==> config.mk <==
export PLATFORM = sky130hd
export DESIGN_NAME = multi_cycle_cpu_core
export DESIGN_NICKNAME = d
export VERILOG_FILES = /design/src/rtl/cpu_pkg.sv /design/src/rtl/mc_register_file.sv /design/src/rtl/multi_cycle_cpu_core.sv
export SDC_FILE = /design/constraint.sdc
export NUM_CORES = 2
export LEC_CHECK = 0
export CORE_UTILIZATION = 55
export DETAILED_ROUTE_END_ITERATION = 10
export PLACE_DENSITY_LB_ADDON = 0.08
export SLEW_MARGIN = 20
export SYNTH_ARGS = -nofsm -noshare
export SYNTH_HDL_FRONTEND = slang
export SYNTH_HIERARCHICAL = 1
export SYNTH_SLANG_ARGS = --single-unit
==> constraint.sdc <==
create_clock -name clk -period 5.66 [get_ports clk]
set_clock_uncertainty 0.1 [all_clocks]
set_input_delay 0.849 -clock clk [delete_from_list [all_inputs] [get_ports clk]]
set_output_delay 0.849 -clock clk [all_outputs]
set_load 0.005 [all_outputs]
==> src/rtl/cpu_pkg.sv <==
// cpu_pkg: shared constants for the multi-cycle MIPS-subset core.
// Holds the opcode map, FSM state encoding, ALU operation encoding and
// the ALU helper used by the EXEC state.
package cpu_pkg;

    // Opcodes, instruction bits [31:26]
    localparam logic [5:0] OP_ADD  = 6'b000000;
    localparam logic [5:0] OP_ADDI = 6'b000001;
    localparam logic [5:0] OP_SUB  = 6'b000010;
    localparam logic [5:0] OP_ORI  = 6'b010000;
    localparam logic [5:0] OP_AND  = 6'b010001;
    localparam logic [5:0] OP_OR   = 6'b010010;
    localparam logic [5:0] OP_SW   = 6'b100110;
    localparam logic [5:0] OP_LW   = 6'b100111;
    localparam logic [5:0] OP_BEQ  = 6'b110000;
    localparam logic [5:0] OP_J    = 6'b111000;
    localparam logic [5:0] OP_HALT = 6'b111111;

    // FSM state encoding
    localparam logic [2:0] ST_FETCH  = 3'd0;
    localparam logic [2:0] ST_DECODE = 3'd1;
    localparam logic [2:0] ST_EXEC   = 3'd2;
    localparam logic [2:0] ST_MEM    = 3'd3;
    localparam logic [2:0] ST_WB     = 3'd4;
    localparam logic [2:0] ST_HALT   = 3'd5;

    // ALU operation encoding
    localparam logic [1:0] ALU_ADD = 2'd0;
    localparam logic [1:0] ALU_SUB = 2'd1;
    localparam logic [1:0] ALU_AND = 2'd2;
    localparam logic [1:0] ALU_OR  = 2'd3;

    // 32-bit wrap-around ALU; no overflow detection
    function automatic logic [31:0] alu_compute(input logic [1:0] op,
                                                input logic [31:0] a,
                                                input logic [31:0] b);
        logic [31:0] r;
        case (op)
            ALU_SUB: r = a - b;
            ALU_AND: r = a & b;
            ALU_OR:  r = a | b;
            default: r = a + b;
        endcase
        return r;
    endfunction

endpackage

==> src/rtl/mc_register_file.sv <==
// mc_register_file: REG_NUM x 32-bit register file with two asynchronous
// read ports and one synchronous write port. Register 0 always reads zero
// and ignores writes. All registers clear on synchronous reset.
module mc_register_file #(
    parameter int REG_NUM = 32,
    parameter int IDX_W   = $clog2(REG_NUM)
) (
    input  logic             clk,
    input  logic             reset,
    input  logic [IDX_W-1:0] ra1,
    input  logic [IDX_W-1:0] ra2,
    output logic [31:0]      rd1,
    output logic [31:0]      rd2,
    input  logic             we,
    input  logic [IDX_W-1:0] wa,
    input  logic [31:0]      wd
);

    logic [31:0] regs [REG_NUM];

    // Synchronous clear on reset, otherwise single write port (reg 0 protected)
    always_ff @(posedge clk) begin
        if (reset) begin
            for (int i = 0; i < REG_NUM; i++) begin
                regs[i] <= 32'h0;
            end
        end else if (we && (wa != '0)) begin
            regs[wa] <= wd;
        end
    end

    // Asynchronous reads, reg 0 forced to zero
    always_comb begin
        rd1 = (ra1 == '0) ? 32'h0 : regs[ra1];
        rd2 = (ra2 == '0) ? 32'h0 : regs[ra2];
    end

endmodule

==> src/rtl/multi_cycle_cpu_core.sv <==
// multi_cycle_cpu_core: multi-cycle MIPS-subset core
// (FETCH/DECODE/EXEC/MEM/WB/HALT) with request/ready memory handshakes.
// Optional macro CPU_PERF_COUNTERS_EN adds cycle_count/retired_count outputs.
//
// Handshake: a request (imem_req/dmem_req) is a decode of registered state
// and holds, with stable address/data, until the matching ready is seen
// high in a cycle where the request is high; the transfer completes on that
// rising edge. ready while no request is pending is ignored.
module multi_cycle_cpu_core
    import cpu_pkg::*;
#(
    parameter int                ADDR_W   = 32,
    parameter int                REG_NUM  = 32,
    parameter logic [ADDR_W-1:0] PC_RESET = '0
) (
    input  logic              clk,
    input  logic              reset,
    output logic              imem_req,
    output logic [ADDR_W-1:0] imem_addr,
    input  logic [31:0]       imem_rdata,
    input  logic              imem_ready,
    output logic              dmem_req,
    output logic              dmem_we,
    output logic [ADDR_W-1:0] dmem_addr,
    output logic [31:0]       dmem_wdata,
    input  logic [31:0]       dmem_rdata,
    input  logic              dmem_ready,
    output logic [ADDR_W-1:0] pc,
`ifdef CPU_PERF_COUNTERS_EN
    output logic [31:0]       cycle_count,
    output logic [31:0]       retired_count,
`endif
    output logic              halted,
    output logic              illegal,
    output logic [2:0]        fsm_state
);

    localparam int IDX_W = $clog2(REG_NUM);

    logic [2:0]        state;
    logic [31:0]       ir;
    logic [31:0]       a_reg;
    logic [31:0]       b_reg;
    logic [31:0]       imm_reg;
    logic [31:0]       alu_out;
    logic [31:0]       mdr;
    logic              illegal_r;
    logic              req_en;

    logic [5:0]        op;
    logic [4:0]        rs_f, rt_f, rd_f;
    logic [IDX_W-1:0]  rs_idx, rt_idx, rd_idx;
    logic              is_rtype, is_known;
    logic [31:0]       imm_ext;
    logic [1:0]        alu_op;
    logic [31:0]       alu_b;
    logic [31:0]       alu_result;
    logic [ADDR_W-1:0] pc_plus4;
    logic [ADDR_W-1:0] imm_addr;
    logic [ADDR_W-1:0] br_target;
    logic [ADDR_W-1:0] jump_target;
    logic [31:0]       rf_rd1, rf_rd2;
    logic              rf_we;
    logic [IDX_W-1:0]  rf_wa;
    logic [31:0]       rf_wd;
    logic              retire;

    // Instruction field decode and datapath arithmetic
    always_comb begin
        op       = ir[31:26];
        rs_f     = ir[25:21];
        rt_f     = ir[20:16];
        rd_f     = ir[15:11];
        rs_idx   = rs_f[IDX_W-1:0];
        rt_idx   = rt_f[IDX_W-1:0];
        rd_idx   = rd_f[IDX_W-1:0];
        is_rtype = (op == OP_ADD) || (op == OP_SUB) || (op == OP_AND) || (op == OP_OR);
        is_known = is_rtype || (op == OP_ADDI) || (op == OP_ORI) || (op == OP_SW) ||
                   (op == OP_LW) || (op == OP_BEQ) || (op == OP_J) || (op == OP_HALT);
        imm_ext  = (op == OP_ORI) ? {16'h0, ir[15:0]} : {{16{ir[15]}}, ir[15:0]};
        case (op)
            OP_SUB:         alu_op = ALU_SUB;
            OP_AND:         alu_op = ALU_AND;
            OP_OR, OP_ORI:  alu_op = ALU_OR;
            default:        alu_op = ALU_ADD;
        endcase
        alu_b       = is_rtype ? b_reg : imm_reg;
        alu_result  = alu_compute(alu_op, a_reg, alu_b);
        pc_plus4    = pc + ADDR_W'(4);
        imm_addr    = ADDR_W'(imm_reg);
        br_target   = pc_plus4 + (imm_addr << 2);
        // Upper PC bits above the 28-bit jump region come from pc+4
        jump_target = (pc_plus4 & ~ADDR_W'(32'h0FFF_FFFF)) | ADDR_W'({ir[25:0], 2'b00});
        rf_we       = (state == ST_WB);
        rf_wa       = is_rtype ? rd_idx : rt_idx;
        rf_wd       = (op == OP_LW) ? mdr : alu_out;
        retire      = (state == ST_WB) ||
                      ((state == ST_EXEC) && ((op == OP_BEQ) || (op == OP_J))) ||
                      ((state == ST_MEM) && dmem_ready && (op == OP_SW));
    end

    mc_register_file #(
        .REG_NUM (REG_NUM),
        .IDX_W   (IDX_W)
    ) u_rf (
        .clk   (clk),
        .reset (reset),
        .ra1   (rs_idx),
        .ra2   (rt_idx),
        .rd1   (rf_rd1),
        .rd2   (rf_rd2),
        .we    (rf_we),
        .wa    (rf_wa),
        .wd    (rf_wd)
    );

    // Moore outputs; req_en keeps requests low for the cycle after reset
    always_comb begin
        imem_req   = (state == ST_FETCH) && req_en;
        imem_addr  = pc;
        dmem_req   = (state == ST_MEM);
        dmem_we    = (state == ST_MEM) && (op == OP_SW);
        dmem_addr  = ADDR_W'(alu_out);
        dmem_wdata = b_reg;
        halted     = (state == ST_HALT);
        illegal    = illegal_r;
        fsm_state  = state;
    end

    // Main FSM and datapath registers
    always_ff @(posedge clk) begin
        if (reset) begin
            state     <= ST_FETCH;
            pc        <= PC_RESET;
            ir        <= 32'h0;
            a_reg     <= 32'h0;
            b_reg     <= 32'h0;
            imm_reg   <= 32'h0;
            alu_out   <= 32'h0;
            mdr       <= 32'h0;
            illegal_r <= 1'b0;
            req_en    <= 1'b0;
        end else begin
            req_en <= 1'b1;
            case (state)
                ST_FETCH: begin
                    if (imem_req && imem_ready) begin
                        ir    <= imem_rdata;
                        state <= ST_DECODE;
                    end
                end
                ST_DECODE: begin
                    a_reg   <= rf_rd1;
                    b_reg   <= rf_rd2;
                    imm_reg <= imm_ext;
                    if (op == OP_HALT) begin
                        state <= ST_HALT;
                    end else if (!is_known) begin
                        state     <= ST_HALT;
                        illegal_r <= 1'b1;
                    end else begin
                        state <= ST_EXEC;
                    end
                end
                ST_EXEC: begin
                    alu_out <= alu_result;
                    if (op == OP_BEQ) begin
                        pc    <= (a_reg == b_reg) ? br_target : pc_plus4;
                        state <= ST_FETCH;
                    end else if (op == OP_J) begin
                        pc    <= jump_target;
                        state <= ST_FETCH;
                    end else if ((op == OP_LW) || (op == OP_SW)) begin
                        state <= ST_MEM;
                    end else begin
                        state <= ST_WB;
                    end
                end
                ST_MEM: begin
                    if (dmem_ready) begin
                        if (op == OP_SW) begin
                            pc    <= pc_plus4;
                            state <= ST_FETCH;
                        end else begin
                            mdr   <= dmem_rdata;
                            state <= ST_WB;
                        end
                    end
                end
                ST_WB: begin
                    pc    <= pc_plus4;
                    state <= ST_FETCH;
                end
                ST_HALT: begin
                    state <= ST_HALT;
                end
                default: begin
                    state <= ST_HALT;
                end
            endcase
        end
    end

`ifdef CPU_PERF_COUNTERS_EN
    // Free-running cycle and retired-instruction counters, wrap at 2^32
    always_ff @(posedge clk) begin
        if (reset) begin
            cycle_count   <= 32'h0;
            retired_count <= 32'h0;
        end else begin
            if (state != ST_HALT) begin
                cycle_count <= cycle_count + 32'd1;
            end
            if (retire) begin
                retired_count <= retired_count + 32'd1;
            end
        end
    end
`else
    logic unused_retire;
    assign unused_retire = retire;
`endif

endmodule

==> qor.tcl <==
set qor(dr.pass1.iters) 9
set qor(fmax_mhz) 186.1
set qor(total_switching_power_mw) 9.869
set qor(critical_path.cell_chain) {or4_4 > nor4_4 > nand3_2 > a221oi_4 > nand3_2 > or4_4 > nand2_2 > nor2_2 > a21oi_1 > ha_1 > a21o_1 > a21o_1 > a21oi_1 > nor2_1 > a2111oi_1 > or2_2 > mux2i_1 > o31ai_1}
set qor(critical_path_peak_fanout) 9
set qor(area.growth.synth_to_final_pct) 11.47
set qor(cts_resized) 0
set qor(ys.flop_type) {sky130_fd_sc_hd__edfxtp_1}
set qor(layout.cells.most_common) {sky130_fd_sc_hd__edfxtp_1}
set qor(grt-ovfl-total) 0
set qor(critPathArrivalTime_ps) 5960
set qor(register_with_the_most_flip_flops) {u_rf/regs}
set qor(drc) 70
set qor(globalplace.congestion) 0.9791
set qor(syn_area_um2) 69040
set qor(synthesis.yosys.warnings) 6
set qor(buffer_ports.inserted) 199
set qor(cp-end-kind) {register}
set qor(synth_cell_types) 104
set qor(totalPowerFinal_mw) 28.86
set qor(largest_register_ffs) 1024
set qor(flip_flop_and_latch_count_after_synthesis) 1236
set qor(initial_drt_markers) 6584
set qor(timing.critical_path.slowest_cell_delay_ps) 630
set qor(final.setup.tns_ps) 0
set qor(h-tree-depth) 4
set qor(rsz0062_at_grt) {false}
set qor(slew_headroom) 0.1402
set qor(grt_first_pass_wirelength_um) 336000
set qor(commonest_non_fill_non_tap_cells_in_the_layout) {sky130_fd_sc_hd__edfxtp_1, sky130_fd_sc_hd__and2_1, sky130_fd_sc_hd__mux4_2}
set qor(num_vias) 48990
set qor(power.leakage_nw) 26.74
set qor(comb_power_share) 0.314
set qor(ys_seq_area_frac) 0.5069
set qor(required_time_of_the_critical_path_ps) 6250
set qor(timing.final.setup_violations) 0
set qor(vias_per_cell) 6.717
set qor(worstHoldPathType) {register to register}
set qor(place.detailed.hpwl_um) 155300
set qor(cell_rows) 129
set qor(number_of_nets_in_the_layout) 5675
set qor(syn-mean-instance-area_um2) 12.48
set qor(worstSkewPairLatency_ps) 790
set qor(grt_start_max_net_pins) 119
set qor(fp.dieH_um) 356.3
set qor(wirelength_um) 234500
set qor(synth_top_cell_by_area) {sky130_fd_sc_hd__edfxtp_1}
set qor(transition_time_at_the_pin_with_the_least_slew_margin_ps) 1286
set qor(cp.buffers_inverters) 0
set qor(synth_top_area_share) 0.4454
set qor(status) {finished with violations}
set qor(cts_root_buffer) {sky130_fd_sc_hd__clkbuf_16}
set qor(layout_cell_share_with_drive_strength_beyond_1) 0.1860
set qor(top_cells_by_area_in_the_synthesized_netlist) {sky130_fd_sc_hd__edfxtp_1, sky130_fd_sc_hd__mux4_2, sky130_fd_sc_hd__and2_1, sky130_fd_sc_hd__dfxtp_1, sky130_fd_sc_hd__nand2_1}
set qor(max-vdd-ir-drop_v) 0.0003079
set qor(tritoncts) {yes}
set qor(number_of_global_route_vias_before_repair) 47660
set qor(cp-start-kind) {register}
set qor(postCtsSetupBuffers) 0
set qor(die_area_um2) 127000
set qor(p_per_area_nw_per_um2) 375.0
set qor(clock_power_share) 0.308
set qor(seq_power_share) 0.378
set qor(crit_type) {register to register}
set qor(cts_num_sinks) 1236
set qor(design.core.area_um2) 124100
set qor(worst_path_dominant_cell_family) {simple AND/OR/NAND/NOR gates}
set qor(netlist_instances) 5530
set qor(cts-buffers-inserted) 140
set qor(cts_hold_buffers) 0
set qor(path_clk_slew_ps) 60
set qor(period_minus_slack_ps) 5373
set qor(netSwitchingFraction) 0.3420
set qor(routed_length_per_instance_um) 32.16
set qor(die_w_um) 356.3
set qor(ios) 204
set qor(critical_path.slowest_cell) {sky130_fd_sc_hd__or4_4}
set qor(postRouteAntennaNets) 0
set qor(floorplan.initialDensity) 0.5562
set qor(timing_hold_violations_final) 0
set qor(failed_checks) {DRC}
set qor(final_period_utilization) 0.9492
set qor(synth-edff-count) 1024
set qor(p_int_mw) 18.99
set qor(synthArstFlopShare) 0
set qor(maxSlewViolCount) 0
set qor(grt_usage) 0.3692
set qor(antenna_violations_before_repair) 9
set qor(timing.max_cap.violations) 0
set qor(cts.path.max_buffers) 3
## per-layer routing
metal / global-route usage / routed length (µm)
met2: 0.5968 / 111100
met5: 0 / 13
met4: 0.1704 / 11100
met3: 0.07238 / 23470
met1: 0.4830 / 88830
## worst reg2reg max path, stage by stage, from the launching register on
cell	delay (ps)
sky130_fd_sc_hd__dfxtp_1	420
sky130_fd_sc_hd__or4_4	630
sky130_fd_sc_hd__nor4_4	190
sky130_fd_sc_hd__nand3_2	150
sky130_fd_sc_hd__a221oi_4	400
sky130_fd_sc_hd__nand3_2	190
sky130_fd_sc_hd__or4_4	610
sky130_fd_sc_hd__nand2_2	110
sky130_fd_sc_hd__nor2_2	100
sky130_fd_sc_hd__a21oi_1	200
sky130_fd_sc_hd__ha_1	330
sky130_fd_sc_hd__a21o_1	230
sky130_fd_sc_hd__a21o_1	180
sky130_fd_sc_hd__a21oi_1	280
sky130_fd_sc_hd__nor2_1	80
sky130_fd_sc_hd__a2111oi_1	580
sky130_fd_sc_hd__or2_2	220
sky130_fd_sc_hd__mux2i_1	70
sky130_fd_sc_hd__o31ai_1	220
## path summary, 6_finish.rpt
path	slack, ps	end	depth (start not counted)	start
worst max-delay path	290	dmem_addr[31]	18	dmem_wdata[0]
worst max register to register	290	dmem_addr[31]	18	dmem_wdata[0]
worst min register to register	360	mdr[4]	2	mdr[4]
worst min-delay path	360	mdr[4]	2	mdr[4]
## cell families after synthesis
kind of cell / share of synthesized area
mux: 0.1882
compound gates: 0.07969
buf+inv: 0.03878
other cells: 0.0001088
xor+xnor: 0.01814
simple gates: 0.1561
fa+ha+maj: 0.01218
flops: 0.5069
## synthesized netlist by cell type (all sizes together), types with 14 or more instances
cell type	instances
edfxtp	1024
and2	1005
mux4	472
nand2	458
clkbuf	385
a21oi	272
dfxtp	212
nor2	183
mux2i	165
buf	163
o22ai	113
o21ai	108
nor3	93
xnor2	86
mux2	63
ha	60
a2111oi	56
xor2	54
a22o	52
nand3	52
or2	44
a211oi	34
a21o	31
inv	29
nor4	27
and3	21
nor2b	21
a221oi	20
a22oi	19
o211ai	15
nand4	14
o31ai	14
## metrics by stage
stage / util / cells / instance area (µm²) / hold WS (ps) / worst slack [ps]
2_1_floorplan: - / 5564 / 69170 / 333.8 / 949.4
3_3_place_gp: 0.5844 / 7040 / 72530 / 341.7 / 296.2
3_5_place_dp: 0.5844 / 7040 / 72540 / 348.0 / 238.1
4_1_cts: 0.6197 / 7288 / 76920 / 352.3 / 190.9
5_1_grt: 0.6200 / 7288 / 76950 / 377.6 / 112.5
6_report: 0.6201 / 7293 / 76960 / 358.6 / 287.3
## power by group through the flow
stage | clock (mW) | sequential (mW) | combinational (mW)
floorplan | 0 | 10.8 | 6.16
CTS | 8.96 | 10.9 | 8.89
finish | 8.88 | 10.9 | 9.06
global route | 9.29 | 11.0 | 9.60
detailed placement | 0 | 11.1 | 8.85
global placement | 0 | 11.1 | 8.84
## final cells by class
cell class	count	area, µm²
clock buffers	185	3851
flip-flops and latches	1236	35020
multi-input cells	3751	31680
diodes	5	12.51
well taps	1637	2048
inverters	29	108.9
clock inverters	63	533.0
repair buffers	387	3709
fillers	9536	47160
No activity file was read; power rests on OpenSTA's default activity.
==> patch: new RTL, config.mk and constraints unchanged <==
The option `CPU_PERF_COUNTERS_EN` is turned on by a define.
--- a/src/rtl/multi_cycle_cpu_core.sv
+++ b/src/rtl/multi_cycle_cpu_core.sv
@@ -8,2 +8,4 @@
 // rising edge. ready while no request is pending is ignored.
+`define CPU_PERF_COUNTERS_EN
+
 module multi_cycle_cpu_core
New outputs: cycle_count and retired_count. Check against the original RTL: not settled (the Yosys comparison gave no result); the edit may change what the design does.
==> patch against the original RTL <==
- setup slack improved by 140 ps
- die area increased by 3.2%
- cell count increased by 5.2%
- wire length decreased by 0.24%
- synthesized area increased by 3.2%
- total power increased by 0.47%
- sequential cell count increased by 64
- design area increased by 3.6%
- sequential power increased by 5%
- count of clock-buffer cells in the layout increased by 15
- non-clock buffer count increased by 41
- highest routed layer unchanged
==> patch: results <==
export IMPL_via_count=50800
export IMPL_layout_nets=5959
export IMPL_yosys_warnings=6
export IMPL_worstPathArrival_ps=5760
export IMPL_cts_made_buffers=145
export IMPL_power_combinational_w=0.00847
export IMPL_routabilityCongestion=0.971
export IMPL_status="finished clean"
export IMPL_rr_endpoint="imem_addr[31]"
export IMPL_total_leakage_power_nw=27.5
export IMPL_synthAdderAreaFrac=0.0135
export IMPL_critical_path_max_stage_delay_ps=520
export IMPL_synthMuxAreaShare=0.183
export IMPL_synthXorXnorAreaFrac=0.0240
export IMPL_multi_input_area_um2=32600
export IMPL_dp_hpwl_mm=154
export IMPL_clock_latency_ps=780
export IMPL_slowest_stage="or4_1"
export IMPL_synth_cell_types=87
export IMPL_antenna_found_initial=11
export IMPL_port_buffers=263
export IMPL_min_to="mdr[3]"
export IMPL_worstRegToRegCells=19
export IMPL_grt_pass1_vias=49000
export IMPL_pg_seq_w=0.0114
export IMPL_grt_max_degree=92
export IMPL_first_iter_violations=6727
export IMPL_crit_start="imem_addr[2]"
export IMPL_grt_first_pass_wirelength_mm=337
export IMPL_cts_root_buffer="clkbuf_16"
export IMPL_p_switching_w=0.00974
export IMPL_layout_drive_gt1_share=0.172
export IMPL_synthTopCellsByCount="edfxtp_1, and2_1, mux4_2"
export IMPL_path_max_fanout=8
export IMPL_crit_family="simple AND/OR/NAND/NOR gates"
export IMPL_synth_compound_area_frac=0.0756
export IMPL_synth_top_cells_by_area="edfxtp_1, mux4_2, and2_1, dfxtp_1, mux2i_1"
export IMPL_whs_ps=353
export IMPL_ir_drop_v=0.000360
export IMPL_tightest_slew_ps=1260
export IMPL_placed_cell_area_um2=75200
export IMPL_holdCritStartpoint="mdr[3]"
export IMPL_nFillCells=9959
export IMPL_finalWirelength_mm=234
export IMPL_rrSetupSlack_ps=420
export IMPL_track_usage=0.354
export IMPL_drtPass1Iterations=5
export IMPL_synth_seq_area_share=0.509
-- patch: tightest hold or removal path, stage by stage (launching register included) --
cell     delay (ps)
dfxtp_1         310
nand2_1          50
a21oi_1          50
-- patch: through the flow --
stage | setup slack, ps | power [W] | cells
detailed placement | 422 | 0.0199 | 7406
global placement | 551 | 0.0198 | 7406
floorplan | 645 | 0.0170 | 5801
CTS | 378 | 0.0289 | 7668
global route | -14.0 | 0.0300 | 7670
finish | 423 | 0.0290 | 7673
-- patch: layout make-up --
class,instances,area share
timing repair buffer,428,0.0502
sequential,1300,0.455
clock inverter,62,0.00609
clock buffer,200,0.0507
tap,1729,0.0271
antenna,5,0.000157
multi-input combinational,3911,0.409
inverter,38,0.00179
-- patch: metal layers --
metal	GRT usage	up-vias	routed length [µm]
met5	0	-	69
met1	0.477	25400	89000
li1	-	21500	-
met3	0.0849	547	27800
met4	0.138	8	9100
met2	0.556	3317	108000
